$ cat config.mk
export PLATFORM = sky130hd
export DESIGN_NAME = write_vec
export DESIGN_NICKNAME = d
export VERILOG_FILES = /design/src/rtl/write_vec.sv
export SDC_FILE = /design/constraint.sdc
export NUM_CORES = 1
export LEC_CHECK = 0
export BUFFER_PORTS_ARGS = -buffer_cell sky130_fd_sc_hd__buf_2
export CAP_MARGIN = 30
export CORE_MARGIN = 1.5
export CORE_UTILIZATION = 50
export CTS_CLUSTER_SIZE = 25
export DETAILED_ROUTE_END_ITERATION = 8
export GPL_ROUTABILITY_DRIVEN = 1
export GPL_TIMING_DRIVEN = 0
export PLACE_DENSITY = 0.73
export SLEW_MARGIN = 20
export SYNTH_ARGS = -nofsm -noshare
export SYNTH_HDL_FRONTEND = slang
export SYNTH_SLANG_ARGS = --single-unit
$ cat constraint.sdc
create_clock -name clk -period 1.9 [get_ports clk]
set_input_delay 0.095 -clock clk [delete_from_list [all_inputs] [get_ports clk]]
set_output_delay 0.095 -clock clk [all_outputs]
set_load 0.01 [all_outputs]
$ cat src/rtl/write_vec.sv
// write_vec: packs a UART byte stream into 16-bit elements and writes one
// full vector into bank A or bank B, starting at address 0.
//
// Parameters
//   N_ELEM : number of 16-bit elements per vector
//   ADDR_W : write address width (2**ADDR_W >= N_ELEM)
//
// Ports
//   clk      : system clock, rising edge
//   reset    : asynchronous active-high reset
//   start    : one-cycle load request, honoured only while idle
//   bank_sel : target bank latched on start (1 = bank A, 0 = bank B)
//   rx_data  : received byte, qualified by rx_valid
//   rx_valid : one-cycle strobe per received byte
//   we_A     : registered write enable, bank A
//   we_B     : registered write enable, bank B
//   addr     : registered write address (holds between writes)
//   wdata    : registered write data (holds between writes)
//   busy     : high while a load is in progress
//   done     : one-cycle pulse after the final element is written
module write_vec #(
   parameter int N_ELEM = 1024,
   parameter int ADDR_W = 10
) (
   input  logic              clk,
   input  logic              reset,
   input  logic              start,
   input  logic              bank_sel,
   input  logic [7:0]        rx_data,
   input  logic              rx_valid,
   output logic              we_A,
   output logic              we_B,
   output logic [ADDR_W-1:0] addr,
   output logic [15:0]       wdata,
   output logic              busy,
   output logic              done
);

   typedef enum logic [1:0] {
      IDLE,
      WAIT_LO,
      WAIT_HI,
      FINISH
   } state_t;

   localparam logic [ADDR_W-1:0] LAST_IDX = ADDR_W'(N_ELEM - 1);

   state_t              state_q, state_d;
   logic [ADDR_W-1:0]   cnt_q, cnt_d;
   logic [7:0]          lo_q, lo_d;
   logic                bank_q, bank_d;
   logic                we_A_q, we_A_d;
   logic                we_B_q, we_B_d;
   logic [ADDR_W-1:0]   addr_q, addr_d;
   logic [15:0]         wdata_q, wdata_d;
   logic                busy_q, busy_d;
   logic                done_q, done_d;

   always_ff @(posedge clk or posedge reset) begin
      if (reset) begin
         state_q <= IDLE;
         cnt_q   <= '0;
         lo_q    <= '0;
         bank_q  <= 1'b0;
         we_A_q  <= 1'b0;
         we_B_q  <= 1'b0;
         addr_q  <= '0;
         wdata_q <= '0;
         busy_q  <= 1'b0;
         done_q  <= 1'b0;
      end else begin
         state_q <= state_d;
         cnt_q   <= cnt_d;
         lo_q    <= lo_d;
         bank_q  <= bank_d;
         we_A_q  <= we_A_d;
         we_B_q  <= we_B_d;
         addr_q  <= addr_d;
         wdata_q <= wdata_d;
         busy_q  <= busy_d;
         done_q  <= done_d;
      end
   end

   always_comb begin
      state_d = state_q;
      cnt_d   = cnt_q;
      lo_d    = lo_q;
      bank_d  = bank_q;
      we_A_d  = 1'b0;
      we_B_d  = 1'b0;
      addr_d  = addr_q;
      wdata_d = wdata_q;
      busy_d  = busy_q;
      done_d  = 1'b0;

      unique case (state_q)
         IDLE: begin
            // Bytes arriving while idle are dropped on purpose.
            if (start) begin
               bank_d  = bank_sel;
               cnt_d   = '0;
               busy_d  = 1'b1;
               state_d = WAIT_LO;
            end
         end
         WAIT_LO: begin
            if (rx_valid) begin
               lo_d    = rx_data;
               state_d = WAIT_HI;
            end
         end
         WAIT_HI: begin
            // High byte completes the element: write is issued on this edge,
            // so WAIT_LO can take the next byte on the very next cycle.
            if (rx_valid) begin
               wdata_d = {rx_data, lo_q};
               addr_d  = cnt_q;
               we_A_d  = bank_q;
               we_B_d  = ~bank_q;
               if (cnt_q == LAST_IDX) begin
                  state_d = FINISH;
               end else begin
                  cnt_d   = cnt_q + 1'b1;
                  state_d = WAIT_LO;
               end
            end
         end
         FINISH: begin
            done_d  = 1'b1;
            busy_d  = 1'b0;
            state_d = IDLE;
         end
         default: state_d = IDLE;
      endcase
   end

   assign we_A  = we_A_q;
   assign we_B  = we_B_q;
   assign addr  = addr_q;
   assign wdata = wdata_q;
   assign busy  = busy_q;
   assign done  = done_q;

endmodule

==> impl_metrics.sql, run 1 <==
INSERT INTO impl_metrics (metric_group, metric, value, unit) VALUES
('synth', 'post_synthesis_mux_area_share', '18.7', '%'),
('final_layout', 'finalInstanceArea', '0.00253', 'mm2'),
('synth', 'syn-mean-instance-area', '13.2', 'um2'),
('synth', 'synth_top_family_by_area', 'multiplexers', ''),
('die', 'num_io_pins', '43', ''),
('global_route', 'first_global_vias', '1488', ''),
('drt', 'detailedRoute.firstPassIterationCount', '4', ''),
('synth', 'synth-adder-area-share', '0.596', '%'),
('synth', 'dominantRegCellSynth', 'sky130_fd_sc_hd__dfrtp_1', ''),
('min_path', 'worst_hold_path.num_cells', '2', ''),
('global_route', 'maximum_number_of_pins_on_one_net_before_global_route_repair', '37', ''),
('cts', 'clockRootBuffer', 'sky130_fd_sc_hd__clkbuf_8', ''),
('power', 'power.switching_fraction', '30.0', '%'),
('final_layout', 'antenna_cells', '0', ''),
('synth', 'yosys_warnings', '0', ''),
('timing', 'post-route-min-period', '1.83', 'ns'),
('die', 'die_width', '67.8', 'um'),
('synth', 'synth_sequential_area_ratio', '60.8', '%'),
('final_layout', 'multiInputGateArea', '753', 'um2'),
('synth', 'synth_top_area_cell', 'sky130_fd_sc_hd__dfrtp_1', ''),
('final_layout', 'final-seq-area', '0.00128', 'mm2'),
('worst_setup_path', 'cp_max_fo', '10', ''),
('power', 'power_frac_comb', '30.4', '%'),
('timing', 'max_clock_freq', '545', 'MHz'),
('cts', 'cts-htree-levels', '2', ''),
('cts', 'clock_latency', '0.30', 'ns'),
('worst_setup_path', 'cpPeakStageDelay', '0.42', 'ns'),
('worst_setup_path', 'crit_required', '2.07', 'ns'),
('synth', 'yosysMostFrequentCell', 'sky130_fd_sc_hd__dfrtp_1', ''),
('global_route', 'global_route.overflow_total', '0', ''),
('synth', 'synthTopCellsByCount', '51 x sky130_fd_sc_hd__dfrtp_1, 33 x sky130_fd_sc_hd__mux2_2, 11 x sky130_fd_sc_hd__nand2_1', ''),
('drt', 'detail_route.drc_violations', '0', ''),
('power', 'int_power', '2.40', 'mW'),
('global_route', 'grt_antenna_before_repair', '0', ''),
('synth', 'synth_cells', '159', ''),
('cts', 'clock_path_buffers', '2', ''),
('synth', 'synth_simple_gate_area_share', '8.28', '%'),
('timing', 'worstMarginPinSlew', '0.481', 'ns'),
('min_path', 'hold_path.class', 'in2reg', ''),
('timing', 'timing.max_slew.rel_slack', '67.8', '%'),
('power', 'clock_power_share', '22.3', '%'),
('final_layout', 'fillerInstances', '324', ''),
('timing', 'total_count_of_max_transition_violations_in_the_final_report', '0', ''),
('synth', 'compound_gate_portion_of_the_synthesized_area', '8.10', '%'),
('synth', 'synth.top_cell.area_share', '60.8', '%'),
('run', 'max-cap-violations', '0', ''),
('power', 'total_switching_power', '1.03', 'mW'),
('drt', 'wire_per_inst', '16.1', 'um'),
('synth', 'post_synth_edffs', '0', ''),
('worst_setup_path', 'crit_chain', 'ha_1 > nand4_1 > nor3_2 > buf_2 > o311ai_0 > o41ai_1', ''),
('placement', 'place_congestion', '0.809', ''),
('die', 'floorplan.rows', '23', ''),
('drt', 'vias_per_cell', '5.58', ''),
('placement', 'io_buffer_count', '41', ''),
('synth', 'ys_types', '30', ''),
('timing', 'post-route-period-util', '96.5', '%'),
('die', 'start_util', '52.1', '%'),
('final_layout', 'nNetsFinal', '225', ''),
('drt', 'vias_after_detailed_routing', '1462', ''),
('run_status', 'status', 'complete, no violations', ''),
('worst_setup_path', 'crit_type', 'reg2reg', ''),
('worst_setup_path', 'critical_path.top_delay_family', 'compound AO/OA/AOI/OAI gates', ''),
('die', 'fp.coreArea', '0.00403', 'mm2'),
('timing', 'timing.clock.skew', '0.00539', 'ns'),
('placement', 'placement.cell_area', '0.00239', 'mm2'),
('timing', 'rsz0062_at_grt', 'no', ''),
('synth', 'synth-async-reset-ratio', '100', '%'),
('synth', 'synth.ff_latch_count', '51', ''),
('placement', 'place.detailed.hpwl', '2.89', 'mm'),
('worst_setup_path', 'timing.critical_path.buf_inv', '1', ''),
('worst_setup_path', 'worstSetupEndpointType', 'flip-flop', '');
-- per-stage QoR --
step	hold WS (ns)	instances	total power, mW	util, %	setup WS, ns
finish	0.0287	262	3.42	62.9	0.0661
global route	0.0308	262	3.63	62.9	0.00353
CTS	0.0234	260	3.45	62.5	0.0672
detailed placement	0.0852	251	2.68	59.3	0.0102
global placement	0.325	250	2.61	58.8	0.0574
floorplan	0.220	159	2.29	-	0.218
-- final timing paths --
kind | slack, ns | to | startpoint
worst max-delay path | 0.07 | cnt_q[3]$_DFFE_PP0P_ | cnt_q[0]$_DFFE_PP0P_
worst min-delay path | 0.03 | bank_q$_DFFE_PP0P_ | bank_sel
worst max register to register | 0.07 | cnt_q[3]$_DFFE_PP0P_ | cnt_q[0]$_DFFE_PP0P_
worst min register to register | 0.46 | we_B$_DFF_PP0_ | bank_q$_DFFE_PP0P_
max in group asynchronous | 1.09 | cnt_q[7]$_DFFE_PP0P_ | reset
min in group asynchronous | 0.31 | lo_q[0]$_DFFE_PP0P_ | reset
-- worst reg2reg max path, delay by kind of cell, from the launching register on --
| kind | cells | cell delay [ns] |
|---|---|---|
| AO/OA/AOI/OAI | 2 | 0.55 |
| adder cells (fa/ha/maj) | 1 | 0.26 |
| buffers and inverters | 1 | 0.18 |
| flip-flops | 1 | 0.42 |
| AND/OR/NAND/NOR | 2 | 0.30 |
-- cell families after synthesis --
kind of cell,after synthesis
AOI/OAI and AO/OA,24
adders and majority gates,1
buffers and inverters,15
DFF,51
muxes,35
and+or+nand+nor,33
-- routing by layer --
layer,up-vias,GRT usage [%],part of all wire [%]
met1,742,26.6,42
met4,0,4.50,0.69
met2,41,36.5,52
met5,-,0,0
li1,675,-,-
met3,4,5.33,5.6
-- cell type report --
cell class / count / area share (%)
Sequential cell: 51 / 50.3
Multi-Input combinational cell: 93 / 29.7
Timing Repair Buffer: 45 / 9.87
Clock buffer: 6 / 3.26
Tap cell: 50 / 2.47
Buffer: 8 / 1.92
Clock inverter: 2 / 1.38
Inverter: 7 / 1.04
-- cell usage in the layout, fill, tap and decap left out, types with 2 or more instances in the layout --
master,synthesis,layout
sky130_fd_sc_hd__o21ai_0,7,7
sky130_fd_sc_hd__nand2_1,11,11
sky130_fd_sc_hd__o311ai_0,5,4
sky130_fd_sc_hd__mux2i_1,2,2
sky130_fd_sc_hd__or3_1,2,2
sky130_fd_sc_hd__nand3b_1,2,2
sky130_fd_sc_hd__o31ai_1,5,5
sky130_fd_sc_hd__and2_1,2,2
sky130_fd_sc_hd__o211a_1,2,2
sky130_fd_sc_hd__clkbuf_1,2,2
sky130_fd_sc_hd__mux2_2,33,33
sky130_fd_sc_hd__nor4_1,2,2
sky130_fd_sc_hd__a21oi_1,2,2
sky130_fd_sc_hd__dfrtp_1,51,51
sky130_fd_sc_hd__buf_2,3,44
sky130_fd_sc_hd__inv_1,7,6
sky130_fd_sc_hd__buf_4,2,4
sky130_fd_sc_hd__clkbuf_8,0,6
sky130_fd_sc_hd__nand4_1,2,2
sky130_fd_sc_hd__and3_1,2,2
sky130_fd_sc_hd__nor2b_1,2,2
sky130_fd_sc_hd__nand3_1,3,3
-- sequential cells by signal, summed over array words and instances (netlist names) --
| name | cells |
|---|---|
| busy | 1 |
| done | 1 |
| state_q | 2 |
| addr | 10 |
| wdata | 16 |
| lo_q | 8 |
| bank_q | 1 |
| we_A | 1 |
| we_B | 1 |
| cnt_q | 10 |
-- what timing repair did --
item                                   4_1_cts  5_1_grt
setup endpoints to repair                    2        8
pin swaps                                    0        1
hold buffers                                 1        0
resized for setup                            1        1
endpoints found under the hold margin       15        0
cloned                                       0        0
buffers inserted                             0        2
-- power by group through the flow --
stage | sequential, mW | clock [mW] | combinational, mW
after floorplan | 1.71 | 0 | 0.579
after global routing | 1.66 | 0.826 | 1.14
final | 1.62 | 0.764 | 1.04
after detailed placement | 1.64 | 0 | 1.05
after CTS | 1.62 | 0.780 | 1.06
after global placement | 1.60 | 0 | 1.00
No activity file was read; power rests on OpenSTA's default activity.
==> run 2, diff against run 1 <==
- BUFFER_PORTS_ARGS: -buffer_cell sky130_fd_sc_hd__buf_2 -> unset
- DONT_BUFFER_PORTS: unset -> 1
- PLACE_DENSITY: 0.73 -> 0.64
==> impl_metrics.sql, run 2 (synthesis gave the netlist of run 1 again) <==
INSERT INTO impl_metrics (metric_group, metric, value, unit) VALUES
('timing', 'setup_viol', '0', ''),
('worst_setup_path', 'worstSetupEndpointType', 'flip-flop', ''),
('drt', 'vias_after_detailed_routing', '1326', ''),
('worst_setup_path', 'crit_type', 'reg2reg', ''),
('final_layout', 'layout-drive-gt1-share', '27.8', '%'),
('die', 'die_height', '67.8', 'um'),
('global_route', 'grtUsageTotal', '19.5', '%'),
('final_layout', 'area_growth', '14.5', '%'),
('min_path', 'hold_path.class', 'in2reg', ''),
('drt', 'detailedRoute.firstPassIterationCount', '4', ''),
('timing', 'whs', '0.116', 'ns'),
('worst_setup_path', 'startpoint_type', 'flip-flop', ''),
('drt', 'routed_wirelength', '4.02', 'mm'),
('timing', 'worstMarginPinSlew', '0.598', 'ns'),
('drt', 'drt_iter0_markers', '63', ''),
('final_layout', 'largest_reg_flops', '16', ''),
('global_route', 'first_global_vias', '1383', ''),
('timing', 'post-route-min-period', '1.78', 'ns'),
('drt', 'wire_per_inst', '17.5', 'um'),
('cts', 'clock_sink_count', '51', ''),
('final_layout', 'fillerInstances', '329', ''),
('final_layout', 'nNetsFinal', '193', ''),
('drt', 'vias_per_cell', '5.77', ''),
('timing', 'post-route-period-util', '93.7', '%'),
('worst_setup_path', 'crit_required', '2.09', 'ns'),
('timing', 'timing.max_slew.rel_slack', '60.0', '%'),
('cts', 'cts-htree-levels', '2', ''),
('placement', 'place_congestion', '0.783', ''),
('global_route', 'gr-max-usage-layer', 'met2', ''),
('cts', 'clockRootBuffer', 'sky130_fd_sc_hd__clkbuf_8', ''),
('cts', 'cts_buffers', '5', ''),
('run_status', 'status', 'complete, no violations', ''),
('global_route', 'maximum_number_of_pins_on_one_net_before_global_route_repair', '33', ''),
('cts', 'clock_latency', '0.30', 'ns'),
('run', 'max-cap-violations', '0', ''),
('global_route', 'wire_length_of_the_first_global_routing_pass', '6.48', 'mm'),
('cts', 'clock_path_buffers', '2', ''),
('final_layout', 'antenna_cells', '0', ''),
('worst_setup_path', 'cp_max_fo', '10', ''),
('cts', 'clock_tree_from_tritoncts', 'done', ''),
('drt', 'detail_route.drc_violations', '0', ''),
('die', 'start_util', '52.1', '%'),
('timing', 'timing.clock.skew', '0.00894', 'ns'),
('placement', 'io_buffer_count', '0', ''),
('die', 'die_area', '0.00460', 'mm2'),
('power', 'ir_worst_vdd', '673', 'uV'),
('power', 'power.density_cell_area', '1300', 'mW/mm2'),
('timing', 'max_clock_freq', '562', 'MHz'),
('die', 'floorplan.rows', '23', ''),
('global_route', 'global_route.usage.met1', '23.4', '%'),
('die', 'fp.coreArea', '0.00403', 'mm2'),
('timing', 'hold_viol', '0', ''),
('min_path', 'worst_hold_path.num_cells', '2', ''),
('global_route', 'grt_antenna_before_repair', '0', ''),
('global_route', 'globalRouteMet3Util', '5.17', '%'),
('cts', 'path_clk_slew', '0.09', 'ns'),
('power', 'power.leakage', '1.10', 'nW'),
('timing', 'total_count_of_max_transition_violations_in_the_final_report', '0', ''),
('timing', 'rsz0062_at_grt', 'no', ''),
('die', 'die_width', '67.8', 'um'),
('final_layout', 'layout.cells.most_common_list', '51 x sky130_fd_sc_hd__dfrtp_1, 33 x sky130_fd_sc_hd__mux2_2, 11 x sky130_fd_sc_hd__nand2_1, 11 x sky130_fd_sc_hd__dlygate4sd3_1', ''),
('power', 'post-layout-total-power', '3.13', 'mW'),
('die', 'num_io_pins', '43', ''),
('drt', 'final_antenna_net_count', '0', ''),
('global_route', 'global_route.overflow_total', '0', ''),
('final_layout', 'layout_commonest_cell', 'sky130_fd_sc_hd__dfrtp_1', ''),
('placement', 'place.detailed.hpwl', '2.76', 'mm'),
('worst_setup_path', 'ff2ff_path_depth', '6', ''),
('global_route', 'use_met2', '33.2', '%'),
('worst_setup_path', 'worstPathArrival', '1.97', 'ns');
## run 2: changes by cell type in the layout (fill, tap and decap cells not counted), sizes merged
cell / previous run / this run
buf: 50 / 8
bufinv: 1 / 0
clkbuf: 8 / 10
clkinv: 1 / 0
dlygate4sd3: 1 / 11
## run 2: area by class of cell
type	instances	area [um2]	share of cell area (%)
well taps	50	62.6	2.60
repair buffers	13	138	5.72
inverters	7	26.3	1.09
clock buffers	8	100	4.16
multi-input cells	93	753	31.3
flip-flops and latches	51	1280	53.1
plain buffers	8	48.8	2.03
## run 2: stage by stage
stage	utilization, %	worst slack, ns	instance area [um2]	setup TNS, ns	instances
after floorplan	-	0.218	2100	0	159
after global routing	59.7	0.0124	2400	0	230
final	59.7	0.120	2400	0	230
after CTS	59.5	0.0232	2400	0	229
after detailed placement	54.2	-0.0486	2180	-0.0559	210
after global placement	53.7	0.0839	2160	0	209
## run 2: per-layer routing
layer	vias to the layer above	routed length, um
li1	612	-
met2	37	1960
met4	0	68
met3	7	205
met5	-	0
met1	670	1790
## run 2: path summary, 6_finish.rpt
path	startpoint	end	slack (ns)
max in group asynchronous	reset	addr[4]$_DFFE_PP0P_	1.14
min in group asynchronous	reset	busy$_DFFE_PP0P_	0.25
min reg2reg	bank_q$_DFFE_PP0P_	we_B$_DFF_PP0_	0.44
max reg2reg	state_q[1]$_DFFE_PP0P_	cnt_q[9]$_DFFE_PP0P_	0.12
max	state_q[1]$_DFFE_PP0P_	cnt_q[9]$_DFFE_PP0P_	0.12
min	rx_valid	we_A$_DFF_PP0_	0.12
## run 2: critical path: stages (launching register included)
cell and delay (ns):
sky130_fd_sc_hd__dfrtp_1 0.36, sky130_fd_sc_hd__buf_4 0.15, sky130_fd_sc_hd__mux2i_1 0.12, sky130_fd_sc_hd__or2_1 0.22, sky130_fd_sc_hd__buf_6 0.14, sky130_fd_sc_hd__or4_1 0.52
sky130_fd_sc_hd__o211a_1 0.14
## run 2: what timing repair did
item,in CTS,in global routing
hold endpoints to repair,37,0
pin swaps,0,1
setup endpoints to repair,7,7
hold buffers,11,0
gates resized for setup,2,0
buffers inserted,0,1
## run 2: where the power goes
group | total, mW | leakage, nW | internal [mW] | switching [mW]
clock network | 0.654 | 0.0515 | 0.332 | 0.322
registers | 1.75 | 0.653 | 1.43 | 0.319
logic | 0.725 | 0.394 | 0.402 | 0.323
